`src/rtl/mux4_rr_sched.sv`:
```
// Round-robin grant scheduler for a 4-to-1 mux.
// Bounded bursts, registered one-hot grant and select.
module mux4_rr_sched #(
  parameter int MAX_BURST = 4
) (
  input  logic       clk,
  input  logic       reset,
  input  logic [3:0] req,
  output logic [3:0] gnt,
  output logic       s1,
  output logic       s0,
  output logic       busy
);

  typedef enum logic {
    IDLE,
    BUSY
  } state_t;

  localparam logic [3:0] MB = 4'(MAX_BURST);

  state_t     state;
  logic [1:0] ptr;
  logic [3:0] cnt;

  logic [1:0] own;
  logic       rel;
  logic [1:0] base;
  logic       hit;
  logic [1:0] win;

  assign own  = {s1, s0};
  assign rel  = (state == BUSY) &&
                (!req[own] || cnt == MB);
  // A releasing owner drops to lowest priority immediately.
  assign base = rel ? own + 2'd1 : ptr;

  // First asserted request at or after base wins.
  always_comb begin
    hit = 1'b0;
    win = base;
    for (int i = 3; i >= 0; i--) begin
      if (req[base + 2'(i)]) begin
        hit = 1'b1;
        win = base + 2'(i);
      end
    end
  end

  // Grant FSM; all outputs are registered.
  always_ff @(posedge clk) begin
    if (reset) begin
      state <= IDLE;
      gnt   <= 4'b0000;
      s1    <= 1'b0;
      s0    <= 1'b0;
      busy  <= 1'b0;
      ptr   <= 2'd0;
      cnt   <= 4'd0;
    end else begin
      unique case (state)
        IDLE: begin
          if (hit) begin
            state     <= BUSY;
            gnt       <= 4'b0001 << win;
            {s1, s0}  <= win;
            cnt       <= 4'd1;
            busy      <= 1'b1;
          end
        end
        BUSY: begin
          if (!rel) begin
            cnt <= cnt + 4'd1;
          end else begin
            ptr <= own + 2'd1;
            if (hit) begin
              gnt      <= 4'b0001 << win;
              {s1, s0} <= win;
              cnt      <= 4'd1;
            end else begin
              state <= IDLE;
              gnt   <= 4'b0000;
              busy  <= 1'b0;
              cnt   <= 4'd0;
            end
          end
        end
        default: state <= IDLE;
      endcase
    end
  end

endmodule

```
`config.mk`:
```
export PLATFORM = sky130hd
export DESIGN_NAME = mux4_rr_sched
export DESIGN_NICKNAME = d
export VERILOG_FILES = /design/src/rtl/mux4_rr_sched.sv
export SDC_FILE = /design/constraint.sdc
export NUM_CORES = 1
export LEC_CHECK = 0
export BUFFER_PORTS_ARGS = -buffer_cell sky130_fd_sc_hd__buf_4
export CAP_MARGIN = 20
export CORE_MARGIN = 8
export CORE_UTILIZATION = 49
export CTS_CLUSTER_SIZE = 28
export DETAILED_ROUTE_END_ITERATION = 8
export PLACE_DENSITY = 0.71
export SLEW_MARGIN = 0
export SYNTH_ARGS = -nofsm -noshare
export SYNTH_HDL_FRONTEND = slang
export SYNTH_SLANG_ARGS = --single-unit
```
`constraint.sdc`:
```
create_clock -name clk -period 2.1 [get_ports clk]
set_clock_uncertainty 0.1 [all_clocks]
set_input_delay 0.42 -clock clk [delete_from_list [all_inputs] [get_ports clk]]
set_output_delay 0.42 -clock clk [all_outputs]
set_load 0.02 [all_outputs]
```
== Word-level counts from Yosys, hierarchy flattened ==
Cells that the tools add are included.

* Add/sub/neg operators: 5
* Equal/unequal tests: 4
* Muxes and demuxes: 40
* Shift operators: 1
* Bitwise operators: 1
* Order comparisons: 5
* Reductions and logical operators: 5

{| class="wikitable"
|+ Operators with widths
! operator !! number
|-
| 4-bit two-way mux || 5
|-
| 1-bit two-way mux || 19
|-
| 4-bit case mux with 2 select lines || 2
|-
| 2-bit by 3-bit less-than comparator with 1-bit output, second input constant || 5
|-
| 1-bit binary-select mux with 2-bit select || 5
|-
| 2-bit two-way mux || 5
|-
| 1-bit case mux with 2 select lines || 4
|-
| 2-bit by 1-bit adder with 2-bit output, second input constant || 2
|-
| 2-bit adder, second input constant || 2
|-
| 4-bit by 1-bit adder with 4-bit output, second input constant || 1
|-
| 4-bit by 3-bit equality test with 1-bit output, second input constant || 1
|-
| 2-bit inequality test, second input constant || 2
|-
| 1-bit by 2-bit left shift with 4-bit output, first input constant || 1
|-
| 3-bit AND reduction || 1
|-
| 2-bit by 1-bit inequality test with 1-bit output, second input constant || 1
|-
| 2-bit AND reduction || 1
|-
| 1-bit logical AND || 1
|-
| 1-bit logical NOT || 1
|-
| 1-bit logical OR || 1
|-
| 1-bit NOT || 1
|}

* Output and inout bits: 7
* Register bits after elaboration: 14
* Input port bits: 6
* Logic and storage cells: 68

== Longest topological paths before layout ==
Gate-level depths: netlist of the first run.

* Word-level depth: 17
* Depth in mapped cells: 8
* Mapped depth without buffers: 8

== Least setup slack after synthesis of the first run ==
OpenSTA, ideal clock, no wires.

* Kind: reg-to-reg
* Start point: register s1
* End point: register gnt[0]
* Setup time: 117 ps
* Setup slack: -104 ps
* Data arrival time: 1,987 ps
* Period minus slack after synthesis: 2,204 ps
* Data required time: 1,883 ps
* Path buffers: 1
* Cell stages (with the launch flop): 8
* Cells stage by stage: dfxtp_1 -> buf_6 -> mux2_4 -> o22ai_4 -> o21bai_2 -> o221a_1 -> or3_1 -> a32o_1

* Word-level cells in the longest chain between the ends: 17
* Elaborated cells on any way between the ends: 34
* Those cells by class: add/sub: 4; eq/ne: 2; shift: 1; mux: 23; reduce/logical: 4

{| class="wikitable"
|+ Ends and longest elaborated chain
! element !! line !! RTL
|-
| start, declared || 10 || <nowiki>output logic s1,</nowiki>
|-
| start signal, assigned || 66 || <nowiki>{s1, s0} <= win;</nowiki>
|-
| start signal, assigned || 78 || <nowiki>{s1, s0} <= win;</nowiki>
|-
| 1-bit binary-select mux with 2-bit select || 34 || <nowiki>(!req[own] || cnt == MB);</nowiki>
|-
| 1-bit two-way mux (not written as such) || 34 ||
|-
| 1-bit logical NOT || 34 ||
|-
| 1-bit logical OR || 34 ||
|-
| 1-bit logical AND || 33 || <nowiki>assign rel = (state == BUSY) &&</nowiki>
|-
| 2-bit two-way mux || -- ||
|-
| 2-bit adder || 43, 45 ||
|-
| 1-bit binary-select mux with 2-bit select || 43 || <nowiki>if (req[base + 2'(i)]) begin</nowiki>
|-
| 1-bit two-way mux (not written as such) || 43 ||
|-
| 2-bit two-way mux (4 in series) || 43 ||
|-
| 1-bit by 2-bit left shift with 4-bit output || 65, 77 ||
|-
| 4-bit two-way mux || 76 || <nowiki>if (hit) begin</nowiki>
|-
| 4-bit two-way mux || 72 || <nowiki>if (!rel) begin</nowiki>
|-
| 4-bit case mux with 2 select lines || 61 || <nowiki>unique case (state)</nowiki>
|-
| end signal, assigned || 65 || <nowiki>gnt <= 4'b0001 << win;</nowiki>
|-
| end signal, assigned || 77 || <nowiki>gnt <= 4'b0001 << win;</nowiki>
|-
| end, declared || 9 || <nowiki>output logic [3:0] gnt,</nowiki>
|}

Several ways; a longest one is shown, not always the timed one. The select of a mux whose other input is x is not followed.
A chain may end at the register's enable or synchronous reset.

== Worst setup path after layout of the first run ==
* Start point: register cnt[0]
* End point: register gnt[0]

* Word-level cells in the longest chain between the ends: 15
* Elaborated cells on any way between the ends: 31
* Those cells by class: add/sub: 3; eq/ne: 3; shift: 1; mux: 21; reduce/logical: 3

{| class="wikitable"
|+ Ends and longest elaborated chain
! element !! line !! RTL
|-
| start, declared || 24 || <nowiki>logic [3:0] cnt;</nowiki>
|-
| start signal, assigned || 73 || <nowiki>cnt <= cnt + 4'd1;</nowiki>
|-
| 4-bit by 3-bit equality test with 1-bit output * || 34 ||
|-
| 1-bit logical OR * || 34 ||
|-
| 1-bit logical AND * || 33 ||
|-
| 2-bit two-way mux || -- ||
|-
| 2-bit adder || 43, 45 ||
|-
| 1-bit binary-select mux with 2-bit select || 43 ||
|-
| 1-bit two-way mux (not written as such) || 43 ||
|-
| 2-bit two-way mux (4 in series) || 43 ||
|-
| 1-bit by 2-bit left shift with 4-bit output || 65, 77 ||
|-
| 4-bit two-way mux || 76 ||
|-
| 4-bit two-way mux || 72 ||
|-
| 4-bit case mux with 2 select lines || 61 ||
|}

Mark *: on every way between the ends. The rest lies on a longest branch, timed or not. The select of a mux whose other input is x is not followed.

==> results of run 1 <==
==> layout make-up <==
type / instances / area (um^2)
Inverter: 6 / 22.5
Fill cell: 124 / 399
Timing Repair Buffer: 41 / 315
Multi-Input combinational cell: 80 / 632
Clock buffer: 3 / 22.5
Tap cell: 25 / 31.3
Sequential cell: 14 / 285
==> cell families after synthesis <==
group / Yosys count / synth area share (%)
simple gates: 41 / 23.7
compound gates: 31 / 28.1
flops: 14 / 31.6
buf+inv: 8 / 4.24
mux: 4 / 7.06
fa+ha+maj: 3 / 4.24
xor+xnor: 1 / 0.989
==> repair_timing <==
| action | 4_1_cts | 5_1_grt |
|---|---|---|
| pin swaps | 11 | 2 |
| setup endpoints to repair | 6 | 6 |
| gates cloned | 0 | 0 |
| resized for setup | 13 | 2 |
| setup buffers | 5 | 0 |
==> worst max-delay path, stage by stage, from the launching register on <==
cell and delay [ns]:
dfxtp_2 0.34, inv_2 0.05, ha_4 0.15, nand3b_1 0.16, o22ai_4 0.13, or3_4 0.43, buf_6 0.14, o211a_1 0.14
o31ai_4 0.32, a32o_1 0.21
==> cell usage after synthesis (all sizes together) (2+ instances only) <==
library cell   n
a21oi          9
a221oi         2
a22oi          2
a32o           2
dfxtp         14
ha             3
inv            6
mux2           2
nand2         12
nand3          2
nand3b         2
nor2          10
nor3           3
o21ai          4
o21bai         2
o31ai          3
or2            2
or3            2
or4            2
or4b           2
==> routing by layer <==
metal,global-route usage (%),vias to the layer above,share of wire (%)
li1,-,467,-
met1,20.3,446,47
met2,26.1,27,46
met3,3.91,6,4.7
met4,6.99,0,2.0
met5,0,-,0
==> report_power, final <==
group,switching [uW],internal (uW)
sequential,31.6,301
clock,87.8,66.4
combinational,223,229
==> metrics by stage <==
step | hold slack (ns) | std cells | instance area, um^2 | power (uW) | setup TNS (ns)
floorplan | 0.370 | 102 | 890 | 567 | -0.0450
CTS | 0.285 | 169 | 1300 | 924 | -0.590
detailed placement | 0.354 | 162 | 1180 | 717 | -1.13
global placement | 0.351 | 162 | 1180 | 710 | -0.599
global route | 0.307 | 169 | 1310 | 992 | -1.36
finish | 0.296 | 169 | 1310 | 939 | -0.664
==> registers in the layout, indices dropped and copies added, names as in the netlist <==
signal / flops
cnt: 4
ptr: 2
busy: 1
s0: 1
state: 1
gnt: 4
s1: 1
==> worst paths after layout <==
path                         end                start
min reg2reg  gnt[2]$_SDFFE_PP0P_  gnt[2]$_SDFFE_PP0P_
max          gnt[0]$_SDFFE_PP0P_  cnt[0]$_SDFFE_PP0P_
min              s0$_SDFFE_PP0P_                reset
max reg2reg  gnt[0]$_SDFFE_PP0P_  cnt[0]$_SDFFE_PP0P_
==> impl_metrics.env, run 1 <==
export IMPL_cts_hold_buf=0
export IMPL_final_cell_mix="buf_4, nand2_1, dfxtp_1"
export IMPL_clk_latency_ns=0.28
export IMPL_holdPathStages=2
export IMPL_arrival_ns=2.35
export IMPL_drv_cap=0
export IMPL_drive_above_1_share_pct=47.2
export IMPL_wl_mm=2.60
export IMPL_gp_congestion=0.891
export IMPL_relSlewSlack_pct=70.6
export IMPL_cts_path_max_buffers=2
export IMPL_initial_core_util_pct=51.9
export IMPL_utilization_pct=76.6
export IMPL_cts_root_buffer="clkbuf_4"
export IMPL_worstSetupPathType="reg2reg"
export IMPL_rsz0062_at_grt="true"
export IMPL_yosysTopAreaCellShare_pct=31.6
export IMPL_vias=946
export IMPL_finalHoldViolCount=0
export IMPL_rrSetupSlack_ns=-0.13
export IMPL_synth_flop_cell="dfxtp_1"
export IMPL_drt_pass1_iter_count=4
export IMPL_grt_usage_pct=16.4
export IMPL_cts_sinks=14
export IMPL_setup_violations=6
export IMPL_cp_max_fo=7
export IMPL_cts_htree_levels=1
export IMPL_syn_inst=102
export IMPL_postRouteAntennaNets=0
export IMPL_cts_buffers=3
export IMPL_final_nets=155
export IMPL_cts_clk_slew_worst_paths_ns=0.09
export IMPL_dp_hpwl_mm=1.75
export IMPL_critPathCaptureType="flip-flop"
export IMPL_die_area_um2=3420
export IMPL_rr_worst_depth=9
export IMPL_async_flop_share_pct=0
export IMPL_max_freq_mhz=449
export IMPL_ir_worst_vdd_mv=0.506
export IMPL_power_leakage_uw=0.000574
export IMPL_grt_pass1_vias=968
export IMPL_drt_iter0_drc=25
export IMPL_slew_violations=0
export IMPL_fin_crit_sh_pct=106
export IMPL_grt_overflow=0
export IMPL_synth_edf_count=0
export IMPL_wl_per_cell_um=15.4
export IMPL_grt_max_degree=13
export IMPL_grt_pass1_wl_mm=4.37
export IMPL_status="finished with violations"
export IMPL_syn_avg_cell_area_um2=8.68
export IMPL_yosysSeqAreaShare_pct=31.6
export IMPL_synth_cell_types=43
export IMPL_dp_slack_ns=-0.211
export IMPL_synth_area_leaders="dfxtp_1, a21oi_1, nand2_1"
export IMPL_rows=15
export IMPL_final_common_cell="buf_4"
export IMPL_timing_final_ws_setup_ns=-0.127
export IMPL_die_h_um=58.5
export IMPL_antenna_diode_count=0
export IMPL_worstMarginPinSlew_ns=0.438
export IMPL_coreArea_um2=1710
export IMPL_cp_required_ns=2.22
export IMPL_synth_top_area_cell="dfxtp_1"
export IMPL_fin_crit_ns=2.23
export IMPL_syn2layout_area_growth_pct=47.7
export IMPL_drc_errors=0
export IMPL_hold_path_class="in2reg"
export IMPL_yosys_register_bits=14
export IMPL_vias_per_cell=5.60
export IMPL_violations="setup timing"
export IMPL_portBuffers=12
export IMPL_power_density_nw_per_um2=718
export IMPL_die_w_um=58.5
export IMPL_synth_area_um2=886
export IMPL_ios=13
export IMPL_cts_tree="built"
export IMPL_start_kind="flip-flop"
export IMPL_antenna_found_initial=0
export IMPL_synth_fp_nets=111
export IMPL_synth_warnings=0
(Power assumes the default switching activity.)
==> inputs of run 2 (changes only) <==
==> config.mk (replaced) <==
export PLATFORM = sky130hd
export DESIGN_NAME = mux4_rr_sched
export DESIGN_NICKNAME = d
export VERILOG_FILES = /design/src/rtl/mux4_rr_sched.sv
export SDC_FILE = /design/constraint.sdc
export NUM_CORES = 1
export LEC_CHECK = 0
export BUFFER_PORTS_ARGS = -buffer_cell sky130_fd_sc_hd__buf_2
export CAP_MARGIN = 20
export CORE_MARGIN = 8
export CORE_UTILIZATION = 49
export CTS_CLUSTER_SIZE = 28
export DETAILED_ROUTE_END_ITERATION = 8
export PLACE_DENSITY = 0.71
export SLEW_MARGIN = 20
export SYNTH_ARGS = -nofsm -noshare
export SYNTH_HDL_FRONTEND = slang
export SYNTH_SLANG_ARGS = --single-unit
==> run 2 against run 1 <==
  * The run still ends with setup timing left
  * Combinational power decreased by 5.5%
  * Global-route usage shrank 1.8 points
  * Sequential power barely moved
  * Non-clock buffer count decreased by 4
  * Count of clock-buffer cells in the layout grew 1
  * Worst setup slack got worse by 0.037 ns
  * Sequential share of layout area up 0.99 points
  * Maximum frequency is 1.6% lower
==> impl_metrics.env, run 2 (synthesized netlist as in run 1, its figures left out) <==
export IMPL_met3_length_um=115
export IMPL_wl_mm=2.36
export IMPL_rsz0062_at_grt="true"
export IMPL_switchingPower_uw=329
export IMPL_vias_per_cell=5.61
export IMPL_die_area_um2=3420
export IMPL_cts_path_max_buffers=2
export IMPL_setup_violations=6
export IMPL_cts_sinks=14
export IMPL_ir_worst_vdd_mv=0.569
export IMPL_rows=15
export IMPL_violations="setup timing"
export IMPL_power_leakage_uw=0.000552
export IMPL_timing_final_ws_setup_ns=-0.164
export IMPL_drc_errors=0
export IMPL_max_stage_delay_ns=0.39
export IMPL_total_power_uw=949
export IMPL_final_common_cell="buf_4"
export IMPL_power_frac_comb_pct=44.9
export IMPL_slew_violations=0
export IMPL_critPathCaptureType="flip-flop"
export IMPL_initial_core_util_pct=51.9
export IMPL_wl_met1_mm=1.18
export IMPL_drt_pass1_iter_count=4
export IMPL_cp_required_ns=2.17
export IMPL_antenna_diode_count=0
export IMPL_grt_pass1_vias=918
export IMPL_grt_pass1_wl_mm=4.03
export IMPL_die_h_um=58.5
export IMPL_drv_cap=0
export IMPL_crit_buf_inv=1
export IMPL_place_area_um2=1140
export IMPL_max_freq_mhz=442
export IMPL_drive_above_1_share_pct=47.5
export IMPL_clk_latency_ns=0.27
export IMPL_cp_cell_sequence="inv_2 > ha_4 > nand3b_1 > o22ai_4 > o21bai_4 > o221a_4 > or3_4 > a32o_1"
export IMPL_final_cell_mix="buf_4, buf_2, nand2_1"
export IMPL_critPathTopFamily="compound AO/OA/AOI/OAI gates"
export IMPL_power_internal_uw=621
export IMPL_finalHoldViolCount=0
export IMPL_coreArea_um2=1710
export IMPL_ios=13
export IMPL_hold_path_class="reg2reg"
export IMPL_vias=931
export IMPL_relSlewSlack_pct=74.5
export IMPL_seqPwrFrac_pct=34.8
export IMPL_power_density_nw_per_um2=755
export IMPL_dp_hpwl_mm=1.78
export IMPL_cts_tree="built"
export IMPL_cts_clk_slew_worst_paths_ns=0.09
export IMPL_largest_registers="cnt (4), gnt (4), ptr (2)"
export IMPL_cts_root_buffer="clkbuf_4"
export IMPL_wl_per_cell_um=14.2
export IMPL_final_nets=151
export IMPL_hold_worst_slack_ns=0.363
export IMPL_fin_crit_sh_pct=108
export IMPL_dp_slack_ns=-0.193
export IMPL_syn2layout_area_growth_pct=41.9
export IMPL_worstSetupPathType="reg2reg"
export IMPL_start_kind="flip-flop"
export IMPL_cts_htree_levels=1
export IMPL_cp_max_fo=8
export IMPL_pwr_share_clk_pct=20.2
export IMPL_die_w_um=58.5
export IMPL_postRouteAntennaNets=0
export IMPL_fill_cells=138
export IMPL_antenna_found_initial=0
export IMPL_worstMarginPinSlew_ns=0.380
export IMPL_fin_crit_ns=2.26
export IMPL_grt_max_degree=13
export IMPL_gp_congestion=0.888
export IMPL_top_layer="met4"
export IMPL_cts_hold_buf=0
export IMPL_arrival_ns=2.33
export IMPL_grt_usage_pct=14.6
export IMPL_final_area_um2=1260
export IMPL_slowest_stage="or3_4"
export IMPL_cts_buffers=3
export IMPL_wl_met2_mm=1.03
export IMPL_drt_iter0_drc=12
export IMPL_swShare_pct=34.6
export IMPL_portBuffers=12
export IMPL_grt_overflow=0
export IMPL_status="finished with violations"
export IMPL_fin_tns_setup_ns=-0.812
-- run 2: cell count changes in the layout (fill, tap and decap cells not counted), sizes merged --
cell,previous run,this run
clkbuf,3,4
buf,41,37
-- run 2: layer usage --
layer  vias up  global-route usage, %
met4         0                   4.55
met3         6                   2.83
met5         -                      0
met1       443                   19.8
li1        460                      -
met2        22                   22.4
-- run 2: stage by stage --
| step | instances | util (%) |
|---|---|---|
| 2_1_floorplan | 102 | - |
| 3_3_place_gp | 160 | 66.7 |
| 3_5_place_dp | 160 | 66.7 |
| 4_1_cts | 165 | 72.3 |
| 5_1_grt | 166 | 73.6 |
| 6_report | 166 | 73.6 |
-- run 2: power groups by stage --
stage	Sequential (uW)	Combinational [uW]	Clock [uW]
CTS	330	409	194
global placement	332	361	0
floorplan	359	209	0
detailed placement	334	370	0
global route	334	462	205
finish	331	427	192
-- run 2: worst paths after layout --
kind / slack, ns / to / depth (start not counted) / start
worst max-delay path: -0.16 / gnt[0]$_SDFFE_PP0P_ / 8 / cnt[0]$_SDFFE_PP0P_
worst min-delay path: 0.36 / gnt[3]$_SDFFE_PP0P_ / 2 / gnt[3]$_SDFFE_PP0P_
worst max register to register: -0.16 / gnt[0]$_SDFFE_PP0P_ / 8 / cnt[0]$_SDFFE_PP0P_
worst min register to register: 0.36 / gnt[3]$_SDFFE_PP0P_ / 2 / gnt[3]$_SDFFE_PP0P_
-- run 2: worst min-delay path: stages (launching register included) --
cell and delay (ns):
dfxtp_1 0.32, nand2_1 0.05, o31ai_1 0.05
-- run 2: final cells by class --
cell class              count  area, um^2  area share, %
inverters                   6        22.5           1.79
multi-input cells          80         629           50.0
clock buffers               4        36.3           2.89
flip-flops and latches     14         287           22.8
well taps                  25        31.3           2.49
repair buffers             37         251           20.0
-- run 2: what timing repair did --
| item | 4_1_cts | 5_1_grt |
|---|---|---|
| pin swaps | 11 | 8 |
| resized for setup | 13 | 3 |
| buffers inserted | 2 | 1 |
| setup endpoints to repair | 6 | 7 |
==> inputs of run 3 (changes only) <==
==> config.mk (replaced) <==
export PLATFORM = sky130hd
export DESIGN_NAME = mux4_rr_sched
export DESIGN_NICKNAME = d
export VERILOG_FILES = /design/src/rtl/mux4_rr_sched.sv
export SDC_FILE = /design/constraint.sdc
export NUM_CORES = 1
export LEC_CHECK = 0
export ABC_CLOCK_PERIOD_IN_PS = 2100
export CAP_MARGIN = 20
export CORE_MARGIN = 8
export CORE_UTILIZATION = 54
export CTS_CLUSTER_SIZE = 28
export DETAILED_ROUTE_END_ITERATION = 8
export DONT_BUFFER_PORTS = 1
export PLACE_DENSITY = 0.7
export SETUP_SLACK_MARGIN = 0.1
export SLEW_MARGIN = 20
export SYNTH_ARGS = -nofsm -noshare
export SYNTH_HDL_FRONTEND = slang
export SYNTH_SLANG_ARGS = --single-unit
==> run 3 against run 2 <==
  * The run still ends with setup timing left
  * Global-route usage fell by 0.12 points
  * Critical path depth stayed put
  * Largest power group unchanged
  * Cell area decreased by 9.8%
  * Non-clock buffer count is 19 lower
  * First-iteration DRC count rose to 2.8 times the previous value
  * Sequential share of layout area up 2.7 points
  * Worst setup slack gained 0.080 ns
  * Combinational power shrank 16%
  * Flip-flop and latch count did not move
  * Sequential power increased by 6.9%
  * Count of clock-buffer cells in the layout is the same
  * Wire length decreased by 1.6%
  * Highest routed layer unchanged
==> impl_metrics.env, run 3 (synthesized netlist as in run 1, its figures left out) <==
export IMPL_fill_cells=114
export IMPL_timing_final_ws_setup_ns=-0.0832
export IMPL_cts_htree_levels=1
export IMPL_wl_mm=2.32
export IMPL_die_area_um2=3190
export IMPL_antenna_diode_count=0
export IMPL_gp_congestion=0.910
export IMPL_drt_iter0_drc=33
export IMPL_power_density_nw_per_um2=805
export IMPL_final_cell_mix="buf_4, nand2_1, nor2_1, dfxtp_1, a21oi_1"
export IMPL_hold_worst_slack_ns=0.0709
export IMPL_critPathLaunch="cnt[0]$_SDFFE_PP0P_"
export IMPL_ios=13
export IMPL_initial_core_util_pct=58.1
export IMPL_finalHoldViolCount=0
export IMPL_rows=14
export IMPL_die_h_um=56.5
export IMPL_final_common_cell="buf_4"
export IMPL_rsz0062_at_grt="true"
export IMPL_grt_max_degree=13
export IMPL_vias=878
export IMPL_final_nets=132
export IMPL_arrival_ns=2.27
export IMPL_cts_tree="built"
export IMPL_power_leakage_uw=0.000464
export IMPL_cts_sinks=14
export IMPL_start_kind="flip-flop"
export IMPL_cp_required_ns=2.19
export IMPL_cts_root_buffer="clkbuf_4"
export IMPL_status="finished with violations"
export IMPL_worstSetupPathType="reg2reg"
export IMPL_hold_path_class="in2reg"
export IMPL_timing_rr_end="gnt[1]$_SDFFE_PP0P_"
export IMPL_wl_per_cell_um=16.8
export IMPL_fin_crit_ns=2.18
export IMPL_drive_above_1_share_pct=40.2
export IMPL_endpoint="gnt[1]$_SDFFE_PP0P_"
export IMPL_fin_tns_setup_ns=-0.294
export IMPL_slew_violations=0
export IMPL_die_w_um=56.5
export IMPL_ir_worst_vdd_mv=0.495
export IMPL_antenna_found_initial=0
export IMPL_fin_crit_sh_pct=104
export IMPL_setup_violations=6
export IMPL_cp_max_fo=8
export IMPL_portBuffers=0
export IMPL_rrSetupSlack_ns=-0.08
export IMPL_drv_cap=0
export IMPL_syn2layout_area_growth_pct=28.1
export IMPL_drc_errors=0
export IMPL_cts_hold_buf=0
export IMPL_worstMarginPinSlew_ns=0.331
export IMPL_grt_pass1_vias=815
export IMPL_cts_path_max_buffers=2
export IMPL_cts_buffers=3
export IMPL_dp_hpwl_mm=1.64
export IMPL_coreArea_um2=1520
export IMPL_grt_overflow=0
export IMPL_drt_pass1_iter_count=4
export IMPL_vias_per_cell=6.36
export IMPL_grt_pass1_wl_mm=3.85
export IMPL_rr_worst_depth=8
export IMPL_critPathCaptureType="flip-flop"
export IMPL_violations="setup timing"
export IMPL_cts_clk_slew_worst_paths_ns=0.09
export IMPL_grt_usage_pct=14.5
export IMPL_clk_latency_ns=0.29
export IMPL_max_freq_mhz=458
export IMPL_rr_startpoint="cnt[0]$_SDFFE_PP0P_"
export IMPL_relSlewSlack_pct=77.9
export IMPL_postRouteAntennaNets=0
export IMPL_largest_registers="cnt (4), gnt (4), ptr (2)"
run 3: area by class of cell:
cell class	instances	area (um^2)	area share (%)
clock buffer	4	36.3	3.20
inverter	6	22.5	1.98
multi-input combinational	80	632	55.7
sequential	14	289	25.5
tap	16	20.0	1.76
timing repair buffer	18	135	11.9
run 3: per-stage QoR:
stage	setup WS (ns)	util [%]	area, um^2	power [uW]	cells
global route	-0.168	74.5	1130	961	138
floorplan	-0.00480	-	895	571	102
finish	-0.0832	74.5	1130	914	138
detailed placement	-0.0990	66.4	1010	663	131
global placement	-0.0594	66.4	1010	658	131
CTS	-0.0744	73.2	1110	900	138
run 3: worst min-delay path by stage:
stage               slack (ns)  depth (start not counted)                  end                start
detailed placement        0.37                          2  cnt[0]$_SDFFE_PP0P_  cnt[0]$_SDFFE_PP0P_
CTS                       0.08                          1      s0$_SDFFE_PP0P_                reset
finish                    0.07                          1      s0$_SDFFE_PP0P_                reset
global placement          0.36                          2  cnt[0]$_SDFFE_PP0P_  cnt[0]$_SDFFE_PP0P_
floorplan                 0.37                          2  cnt[3]$_SDFFE_PP0P_  cnt[3]$_SDFFE_PP0P_
global route              0.06                          1      s0$_SDFFE_PP0P_                reset
run 3: report_power, final:
group	internal [uW]	switching, uW
clock	106	95.0
combinational	182	177
sequential	302	51.7
total	590	323
run 3: critical path: stages, from the launching register on:
cell and delay, ns:
dfxtp_2 0.35, inv_2 0.05, ha_4 0.14, nand3b_1 0.17
o22ai_4 0.14, or3_4 0.44, a221oi_4 0.33, o31ai_4 0.11
a32o_1 0.25
run 3: timing repair:
item | CTS | global route
cloned | 0 | 0
setup endpoints to repair | 6 | 7
hold endpoints to repair | 0 | 0
pin swaps | 9 | 2
resized for setup | 8 | 6
setup buffers | 3 | 0
run 3: routing by layer:
layer | up-vias | routed length (um) | GRT usage (%)
li1 | 423 | - | -
met1 | 420 | 1040 | 17.8
met2 | 28 | 1030 | 21.3
met3 | 7 | 187 | 4.72
met4 | 0 | 60 | 8.25
met5 | - | 0 | 0
